$ cat src/rtl/cpu_pkg.sv
// Shared definitions for the 5-bit, 4-register CPU control slice.
// Holds datapath widths, instruction field positions, opcode values,
// the sequencer state type and small opcode classification helpers.
package cpu_pkg;

  localparam int DATA_W = 5;
  localparam int PC_W   = 5;
  localparam int IR_W   = 12;

  // Instruction fields
  localparam int OP_HI  = 11;
  localparam int OP_LO  = 8;
  localparam int RD_HI  = 7;
  localparam int RD_LO  = 6;
  localparam int RA_HI  = 5;
  localparam int RA_LO  = 4;
  localparam int RB_HI  = 3;
  localparam int RB_LO  = 2;
  localparam int IMM_HI = 4;
  localparam int IMM_LO = 0;

  // Opcodes
  localparam logic [3:0] OP_NOP = 4'h0;
  localparam logic [3:0] OP_ADD = 4'h1;
  localparam logic [3:0] OP_SUB = 4'h2;
  localparam logic [3:0] OP_AND = 4'h3;
  localparam logic [3:0] OP_OR  = 4'h4;
  localparam logic [3:0] OP_XOR = 4'h5;
  localparam logic [3:0] OP_NOT = 4'h6;
  localparam logic [3:0] OP_MOV = 4'h7;
  localparam logic [3:0] OP_LDI = 4'h8;
  localparam logic [3:0] OP_BRZ = 4'h9;
  localparam logic [3:0] OP_JMP = 4'hA;
  localparam logic [3:0] OP_HLT = 4'hF;

  typedef enum logic [2:0] {
    S_FETCH,
    S_DECODE,
    S_EXECUTE,
    S_WRITEBACK,
    S_HALT
  } state_e;

  // Ops 1..8 produce a register result and update the flags.
  function automatic logic writes_reg(input logic [3:0] op);
    return (op >= OP_ADD) && (op <= OP_LDI);
  endfunction

  // Opcodes B..E are undefined.
  function automatic logic is_undefined(input logic [3:0] op);
    return (op > OP_JMP) && (op < OP_HLT);
  endfunction

endpackage

$ cat src/rtl/cpu_control_unit_if.sv
// Bus bundle between the control unit, instruction memory and register set.
//   imem_addr/imem_req/imem_ack/imem_data : instruction fetch handshake
//   Ra/Rb -> a/b                          : register-set read ports
//   Wr/Wrd/reg_en                         : register-set write port
// master = control unit side, slave = memory / register-set side.
interface cpu_control_unit_if;
  import cpu_pkg::*;

  logic [PC_W-1:0]   imem_addr;
  logic              imem_req;
  logic              imem_ack;
  logic [IR_W-1:0]   imem_data;
  logic [1:0]        Ra;
  logic [1:0]        Rb;
  logic [DATA_W-1:0] a;
  logic [DATA_W-1:0] b;
  logic [1:0]        Wr;
  logic [DATA_W-1:0] Wrd;
  logic              reg_en;

  modport master (
    output imem_addr, imem_req,
    input  imem_ack, imem_data,
    output Ra, Rb,
    input  a, b,
    output Wr, Wrd, reg_en
  );

  modport slave (
    input  imem_addr, imem_req,
    output imem_ack, imem_data,
    input  Ra, Rb,
    output a, b,
    input  Wr, Wrd, reg_en
  );

endinterface

$ cat src/rtl/cpu_control_unit_alu.sv
// Combinational 5-bit ALU.
//   op     : opcode
//   a, b   : register operands
//   imm5   : immediate for LDI
//   result : op result (mod 32)
//   carry  : ADD carry-out / SUB borrow (a < b); 0 for other ops
//   zero   : result == 0
module alu_5bit
  import cpu_pkg::*;
(
  input  logic [3:0]        op,
  input  logic [DATA_W-1:0] a,
  input  logic [DATA_W-1:0] b,
  input  logic [DATA_W-1:0] imm5,
  output logic [DATA_W-1:0] result,
  output logic              carry,
  output logic              zero
);

  logic [DATA_W:0] sum;
  logic [DATA_W:0] diff;

  // Top bit of the widened difference is the unsigned borrow.
  assign sum  = {1'b0, a} + {1'b0, b};
  assign diff = {1'b0, a} - {1'b0, b};

  always_comb begin
    result = '0;
    carry  = 1'b0;
    case (op)
      OP_ADD: begin result = sum[DATA_W-1:0];  carry = sum[DATA_W];  end
      OP_SUB: begin result = diff[DATA_W-1:0]; carry = diff[DATA_W]; end
      OP_AND: result = a & b;
      OP_OR:  result = a | b;
      OP_XOR: result = a ^ b;
      OP_NOT: result = ~a;
      OP_MOV: result = a;
      OP_LDI: result = imm5;
      default: result = '0;
    endcase
  end

  assign zero = (result == '0);

endmodule

$ cat src/rtl/cpu_control_unit.sv
// Multi-cycle fetch/decode/execute/writeback sequencer for the 5-bit CPU.
//   clk, rst_n : clock, synchronous active-low reset
//   bus        : fetch handshake, register-set read selects/data, write port
//   zero_flag  : last ALU result was zero (ops 1..8)
//   carry_flag : carry/borrow of last ADD/SUB (cleared by ops 3..8)
//   illegal    : one-cycle pulse in DECODE for opcodes B..E
//   halted     : core stopped by HLT; only reset restarts it
module cpu_control_unit
  import cpu_pkg::*;
(
  input  logic               clk,
  input  logic               rst_n,
  cpu_control_unit_if.master bus,
  output logic               zero_flag,
  output logic               carry_flag,
  output logic               illegal,
  output logic               halted
);

  state_e            state;
  logic [PC_W-1:0]   pc;
  logic [PC_W-1:0]   next_pc;
  logic [IR_W-1:0]   ir;
  logic [3:0]        op;
  logic [DATA_W-1:0] imm5;
  logic              branch_taken;
  logic              req_q;
  logic              reg_en_q;
  logic [DATA_W-1:0] alu_result;
  logic              alu_carry;
  logic              alu_zero;

  assign op   = ir[OP_HI:OP_LO];
  assign imm5 = ir[IMM_HI:IMM_LO];

  // ir only changes on a fetch ack, so the selects are stable DECODE..WRITEBACK.
  assign bus.Ra = (op == OP_BRZ) ? ir[RD_HI:RD_LO] : ir[RA_HI:RA_LO];
  assign bus.Rb = ir[RB_HI:RB_LO];

  assign bus.imem_addr = pc;
  assign bus.imem_req  = req_q;
  // Gated so a reset asserted during WRITEBACK cancels the write on that edge.
  assign bus.reg_en    = reg_en_q & rst_n;

  alu_5bit u_alu (
    .op     (op),
    .a      (bus.a),
    .b      (bus.b),
    .imm5   (imm5),
    .result (alu_result),
    .carry  (alu_carry),
    .zero   (alu_zero)
  );

  always_comb begin
    next_pc = pc + PC_W'(1);
    if ((op == OP_JMP) || ((op == OP_BRZ) && branch_taken))
      next_pc = imm5;
  end

  always_ff @(posedge clk) begin
    if (!rst_n) begin
      state        <= S_FETCH;
      pc           <= '0;
      ir           <= '0;
      branch_taken <= 1'b0;
      req_q        <= 1'b0;
      reg_en_q     <= 1'b0;
      bus.Wr       <= '0;
      bus.Wrd      <= '0;
      zero_flag    <= 1'b0;
      carry_flag   <= 1'b0;
      illegal      <= 1'b0;
      halted       <= 1'b0;
    end else begin
      illegal  <= 1'b0;
      reg_en_q <= 1'b0;
      case (state)
        S_FETCH: begin
          // req is raised one cycle after reset; afterwards WRITEBACK pre-arms it.
          if (!req_q) begin
            req_q <= 1'b1;
          end else if (bus.imem_ack) begin
            ir      <= bus.imem_data;
            req_q   <= 1'b0;
            illegal <= is_undefined(bus.imem_data[OP_HI:OP_LO]);
            state   <= S_DECODE;
          end
        end
        S_DECODE: state <= S_EXECUTE;
        S_EXECUTE: begin
          branch_taken <= (bus.a == '0);
          if (writes_reg(op)) begin
            zero_flag  <= alu_zero;
            carry_flag <= alu_carry;
            bus.Wr     <= ir[RD_HI:RD_LO];
            bus.Wrd    <= alu_result;
            reg_en_q   <= 1'b1;
          end
          state <= S_WRITEBACK;
        end
        S_WRITEBACK: begin
          pc <= next_pc;
          if (op == OP_HLT) begin
            halted <= 1'b1;
            state  <= S_HALT;
          end else begin
            req_q <= 1'b1;
            state <= S_FETCH;
          end
        end
        S_HALT: state <= S_HALT;
        default: state <= S_FETCH;
      endcase
    end
  end

endmodule

$ cat src/flat_wrapper.sv
// flat-port wrapper written by rule: the top's interface ports become plain ports
module cpu_control_unit_flat import cpu_pkg::*;
  (clk, rst_n, zero_flag, carry_flag, illegal, halted, bus_imem_addr, bus_imem_req, bus_imem_ack, bus_imem_data, bus_Ra, bus_Rb, bus_a, bus_b, bus_Wr, bus_Wrd, bus_reg_en);
  cpu_control_unit_if bus_i ();
  input  logic clk;
  input  logic rst_n;
  output logic zero_flag;
  output logic carry_flag;
  output logic illegal;
  output logic halted;
  output wire logic [$bits(bus_i.imem_addr)-1:0] bus_imem_addr;
  output wire logic [$bits(bus_i.imem_req)-1:0] bus_imem_req;
  input wire logic [$bits(bus_i.imem_ack)-1:0] bus_imem_ack;
  input wire logic [$bits(bus_i.imem_data)-1:0] bus_imem_data;
  output wire logic [$bits(bus_i.Ra)-1:0] bus_Ra;
  output wire logic [$bits(bus_i.Rb)-1:0] bus_Rb;
  input wire logic [$bits(bus_i.a)-1:0] bus_a;
  input wire logic [$bits(bus_i.b)-1:0] bus_b;
  output wire logic [$bits(bus_i.Wr)-1:0] bus_Wr;
  output wire logic [$bits(bus_i.Wrd)-1:0] bus_Wrd;
  output wire logic [$bits(bus_i.reg_en)-1:0] bus_reg_en;
  assign bus_imem_addr = bus_i.imem_addr;
  assign bus_imem_req = bus_i.imem_req;
  assign bus_i.imem_ack = bus_imem_ack;
  assign bus_i.imem_data = bus_imem_data;
  assign bus_Ra = bus_i.Ra;
  assign bus_Rb = bus_i.Rb;
  assign bus_i.a = bus_a;
  assign bus_i.b = bus_b;
  assign bus_Wr = bus_i.Wr;
  assign bus_Wrd = bus_i.Wrd;
  assign bus_reg_en = bus_i.reg_en;
  cpu_control_unit u_core (.clk(clk), .rst_n(rst_n), .bus(bus_i), .zero_flag(zero_flag), .carry_flag(carry_flag), .illegal(illegal), .halted(halted));
endmodule
$ cat config.mk
export PLATFORM = sky130hd
export DESIGN_NAME = cpu_control_unit_flat
export DESIGN_NICKNAME = d
export VERILOG_FILES = /design/src/rtl/cpu_pkg.sv /design/src/rtl/cpu_control_unit_if.sv /design/src/rtl/cpu_control_unit_alu.sv /design/src/rtl/cpu_control_unit.sv /design/src/flat_wrapper.sv
export SDC_FILE = /design/constraint.sdc
export NUM_CORES = 1
export LEC_CHECK = 0
export BUFFER_PORTS_ARGS = -buffer_cell sky130_fd_sc_hd__buf_4
export CAP_MARGIN = 20
export CORE_UTILIZATION = 35
export CTS_CLUSTER_SIZE = 25
export DETAILED_ROUTE_END_ITERATION = 10
export PLACE_DENSITY = 0.53
export SLEW_MARGIN = 20
export SYNTH_ARGS = -nofsm -noshare
export SYNTH_HDL_FRONTEND = slang
export SYNTH_SLANG_ARGS = --single-unit
$ cat constraint.sdc
create_clock -name clk -period 1.9 [get_ports clk]
set_input_delay 0.285 -clock clk [delete_from_list [all_inputs] [get_ports clk]]
set_output_delay 0.285 -clock clk [all_outputs]
set_load 0.01 [all_outputs]
# == Yosys cells after proc, flatten, opt, wreduce, memory -nomap -nowiden ==
# Cells that the tools add are included.
# totals
register_bits,34
latchBits,0
mem_bits_rw,0
mem_bits_ro,0
out_inout_bits,22
memories,0
# op_classes
n_addsub,3
mul,0
n_div,0
magnitude_cmp,4
eq_ne,18
shift,0
muxes,13
bitwise_logic,5
reduce_logical,15
# op_table
operator,n
5-bit one-hot mux with 8 select lines,1
4-bit by 3-bit == test with 1-bit output (second input constant),4
4-bit == test (second input constant),4
3-bit one-hot mux with 5 select lines,1
5-bit logical NOT,2
2-bit AND reduction,5
3-bit 2-to-1 mux,3
4-bit by 2-bit == test with 1-bit output (second input constant),2
5-bit by 5-bit adder with 6-bit output,1
3-bit by 2-bit == test with 1-bit output (second input constant),2
5-bit by 5-bit subtractor with 6-bit output,1
5-bit by 1-bit adder with 5-bit output (second input constant),1
5-bit AND,1
5-bit 2-to-1 mux,1
5-bit inverter,1
5-bit OR,1
5-bit XOR,1
4-bit by 1-bit == test with 1-bit output (second input constant),1
4-bit by 1-bit greater-or-equal comparator with 1-bit output (second input constant),1
4-bit greater-than comparator (second input constant),1
4-bit less-or-equal comparator (second input constant),1
4-bit < comparator (second input constant),1
1-bit 2-to-1 mux,4
2-bit != test (second input constant),2
12 further kinds,15

# == Depth between registers and ports, before layout ==
# depth
depth_word,4
ltp_mapped,8
ltp_nobuf,8

# == Modules after synthesis ==
# From an unflattened synthesis, not the netlist that was laid out.
# unflattened
hier_cells,300
area_unflattened_um2,2383.5
# by_module_without_submodules
module,n_inst,cells_per_inst,area_each_um2,seq_area_each_um2
cpu_control_unit,1,184,1477.7,680.7
alu_5bit,1,116,905.9,0.0

# == Worst setup path after synthesis ==
# OpenSTA, ideal clock, no wires.
# synth_timing
kind,input to register
startpoint,input port bus_a[0]
endpoint,register u_core.zero_flag
setup_ns,0.084
arrival_time_ns,1.813
required_time_ns,1.816
slack_ns,0.002
path_stages,8
n_path_buf,0
cell_sequence,inv_1 > ha_1 > fa_1 > o21bai_1 > a21oi_1 > mux2i_1 > a2111o_1 > o31ai_2
# synth_via
elab_chain_len,3
word_cells_on_any_way,8
# synth_rtl
element,line_no,text
"start, declared",flat_wrapper.sv:17,input wire logic [$bits(bus_i.a)-1:0] bus_a;
"5-bit by 5-bit subtractor with 6-bit output, or another cell as far along",cpu_control_unit_alu.sv:25,"assign diff = {1'b0, a} - {1'b0, b};"
5-bit one-hot mux with 8 select lines *,cpu_control_unit_alu.sv:30,case (op)
5-bit logical NOT *,cpu_control_unit_alu.sv:43,assign zero = (result == '0);
"end signal, assigned",cpu_control_unit.sv:94,zero_flag <= alu_zero;
"end, declared",cpu_control_unit.sv:14,"output logic zero_flag,"
# Every way passes the cells marked *; elsewhere a longest branch is shown, timed or not.
# A chain may end at the register's enable or synchronous reset.

# == Worst setup path in the final report ==
# layout_timing
startpoint,register u_core.ir[10]
endpoint,output port bus_Ra[0]
# layout_via
elab_chain_len,2
# layout_rtl
element,line_no,text
"start, declared",cpu_control_unit.sv:23,logic [IR_W-1:0] ir;
"start signal, assigned",cpu_control_unit.sv:84,ir <= bus.imem_data;
4-bit == test,cpu_control_unit.sv:37,assign bus.Ra = (op == OP_BRZ) ? ir[RD_HI:RD_LO] : ir[RA_HI:RA_LO];
2-bit 2-to-1 mux,cpu_control_unit.sv:37,
"end, declared",flat_wrapper.sv:15,output wire logic [$bits(bus_i.Ra)-1:0] bus_Ra;
# Every way passes these cells.

==> summary.txt <==
Status
  – Status: finished clean

Floorplanning
  – Initial Utilization: 36.99%
  – Die area: 7646 µm²
  – I/O pin total: 47
  – Die height: 87.44 µm
  – Die width: 87.44 µm
  – Rows: 30
  – Core Box Area: 6907 µm²

Yosys
  – Yosys warnings: 0
  – Syn Inst Count: 300
  – Asr flop ratio synth: 0%
  – Synthesized cell area: 2555 µm²
  – Most frequent cells after synthesis: nand2_1 (39), dfxtp_1 (34), a21oi_1 (25), nor2_1 (21), ha_1 (18)
  – Synth area leader: dfxtp_1
  – Post-synthesis sequential area ratio: 26.64%
  – Synth area leaders: dfxtp_1 (27%), ha_1 (8.8%), nand2_1 (5.7%), a21oi_1 (4.9%), mux2i_1 (3.5%)
  – Syn Nets: 345
  – Synth unique cells: 69
  – Main synth FF type: dfxtp_1
  – Syn avg cell area: 8.516 µm²
  – Synthesized flop and latch total: 34
  – Most common cell in the netlist: nand2_1
  – EDFF count, synth: 0
  – Post-synth top area share: 26.64%

Clocking
  – CTS Root Cell: clkbuf_8
  – Hold-fix buffers, CTS: 0
  – CTS tree: done
  – Max Buffers Root-to-Sink: 2
  – Clk sinks: 34
  – CTS Buf Count: 5
  – H-tree levels: 2
  – Worst-skew pair later-pin latency: 0.29 ns
  – Clock transition at path regs: 0.08 ns

STA
  – Final Skew: 0.009403 ns
  – Final setup fails: 0
  – Max-slew violations: 0
  – Slew margin rel.: 68.27%
  – Final min period: 1.848 ns
  – RSZ-0062 raised after global routing: false
  – Worst-Margin Slew: 0.4742 ns
  – Endpoints failing hold: 0
  – Crit share post-route: 97.27%
  – F_max: 0.5411 GHz

Finish
  – Area growth, synth to finish: 32.66%
  – N_diodes: 0
  – Share of cells above drive strength 1: 32.80%
  – Final nets: 422
  – Final Core Density: 49.08%

Setup path
  – CP Capture Type: output port
  – Worst Path Arrival: 1.56 ns
  – Critical Path RT: 1.62 ns
  – Worst-path fanout max: 5
  – Reg2Reg Depth: 7
  – Worst R2R Start: u_core.ir[10]
  – Worst Setup SP: u_core.ir[10]
  – Setup Crit Path Kind: reg -> out
  – Startpoint types: flop

Routing
  – Detailed Route WL: 6795 µm
  – Pre-antenna DRT Iters: 4
  – Number of DRC markers after the initial detailed-route iteration: 115
  – DR WL/cell: 14.34 µm
  – Routed vias: 2,418
  – DRC viols: 0
  – Vias/cell: 5.101
  – Final ANT Viol Nets: 0

GRT
  – Global-route wire length before repair: 11,100 µm
  – Vias in the first global route: 2,312
  – Global Route Usage Sum: 18.72%
  – Initial antenna violation count: 0
  – Global route overflow: 0
  – Largest net degree at the start of global routing: 27

Flow run
  – Max-Cap Viols: 0

Worst hold path
  – Hold Crit Class: in -> reg
  – Hold depth: 3
  – Hold_sp: bus_imem_data[5]

Power
  – Pwr Total: 2.016 mW
  – PD cells: 594.6 nW/µm²
  – Worst vdd ir: 377.4 µV
  – Leak: 1.440 nW

Place
  – Port Buf Inserts: 46
  – Final Wtd Congestion: 0.8787
  – Hpwl dp: 5226 µm
[per-stage QoR]
stage                     setup slack, ns  setup TNS [ns]  instances  area (µm²)  hold slack [ns]
after floorplan                  0.002364               0        300        2555           0.4067
after global placement            -0.2076         -0.6667        464        3223           0.4484
after global routing             0.004549               0        474        3390           0.2420
after detailed placement          -0.2688         -0.7668        464        3223           0.4539
after CTS                         0.01052               0        473        3357           0.2338
final                             0.05187               0        474        3390           0.2377
[power by group]
group / switching (mW) / internal (mW) / total (mW)
clock: 0.272 / 0.386 / 0.658
combinational: 0.280 / 0.286 / 0.566
sequential: 0.0437 / 0.748 / 0.791
total: 0.595 / 1.42 / 2.02
[cell type report]
| class | instances | area, µm² |
|---|---|---|
| clock buffers | 5 | 68.82 |
| repair buffers | 90 | 716.9 |
| multi-input cells | 232 | 1700 |
| clock inverters | 3 | 40.04 |
| flip-flops and latches | 34 | 690.7 |
| fillers | 720 | 3517 |
| well taps | 96 | 120.1 |
| inverters | 14 | 52.55 |
[final timing paths]
kind / endpoint / slack (ns)
setup / recovery: bus_Ra[0] / 0.05
hold / removal: u_core.ir[5] / 0.24
setup reg to reg: u_core.zero_flag / 0.18
hold reg to reg: u_core.ir[5] / 0.46
[worst max-delay path: stages, from the launching register on]
cell	delay, ns
dfxtp_4	0.35
buf_4	0.15
nand2b_4	0.16
nor2b_4	0.16
mux2_4	0.32
buf_4	0.15
[logic make-up after synthesis]
logic type	synth area share, %
adders and majority gates	10.38
xor gates and xnor gates	0.6857
buffers and inverters	8.178
and+or+nand+nor	28.45
muxes	5.289
DFF	26.64
AOI/OAI and AO/OA	20.37
[routing by layer]
layer  track usage, %  routed length, µm
met1            25.95               3314
met2            30.54               3128
met3            3.223                315
met4            3.577                 37
met5                0                  0
[cell usage in the layout (no fill, tap or decap), types with 3 or more instances in the layout]
| master | synthesis | final |
|---|---|---|
| buf_4 | 5 | 86 |
| nand2_1 | 39 | 39 |
| dfxtp_1 | 34 | 30 |
| a21oi_1 | 25 | 25 |
| nor2_1 | 21 | 21 |
| ha_1 | 18 | 17 |
| inv_1 | 13 | 13 |
| mux2i_1 | 9 | 9 |
| nor3_1 | 8 | 8 |
| nand3_1 | 8 | 8 |
| nand2b_1 | 8 | 7 |
| nor2b_1 | 7 | 6 |
| o21ai_0 | 6 | 6 |
| and2_1 | 5 | 5 |
| a31oi_1 | 5 | 5 |
| clkbuf_8 | 0 | 5 |
| a22oi_1 | 4 | 4 |
| o21ai_1 | 4 | 4 |
| a21o_1 | 4 | 4 |
| nor4b_2 | 3 | 3 |
| nor3b_1 | 3 | 3 |
| or3_1 | 3 | 3 |
| buf_12 | 0 | 3 |
[sequential cells by signal, indices dropped and copies added (netlist names)]
signal / count
u_core.state: 3
u_core.halted: 1
u_core.zero_flag: 1
u_core.illegal: 1
u_core.ir: 12
u_core.bus.imem_req: 1
u_core.branch_taken: 1
u_core.carry_flag: 1
u_core.bus.Wrd: 5
u_core.bus.Wr: 2
u_core.reg_en_q: 1
u_core.bus.imem_addr: 5
[what timing repair did]
item,in CTS,in global routing
gates resized for setup,6,10
setup buffers,1,1
endpoints found under the setup margin,2,4
Power figures use the tool's default switching activity.
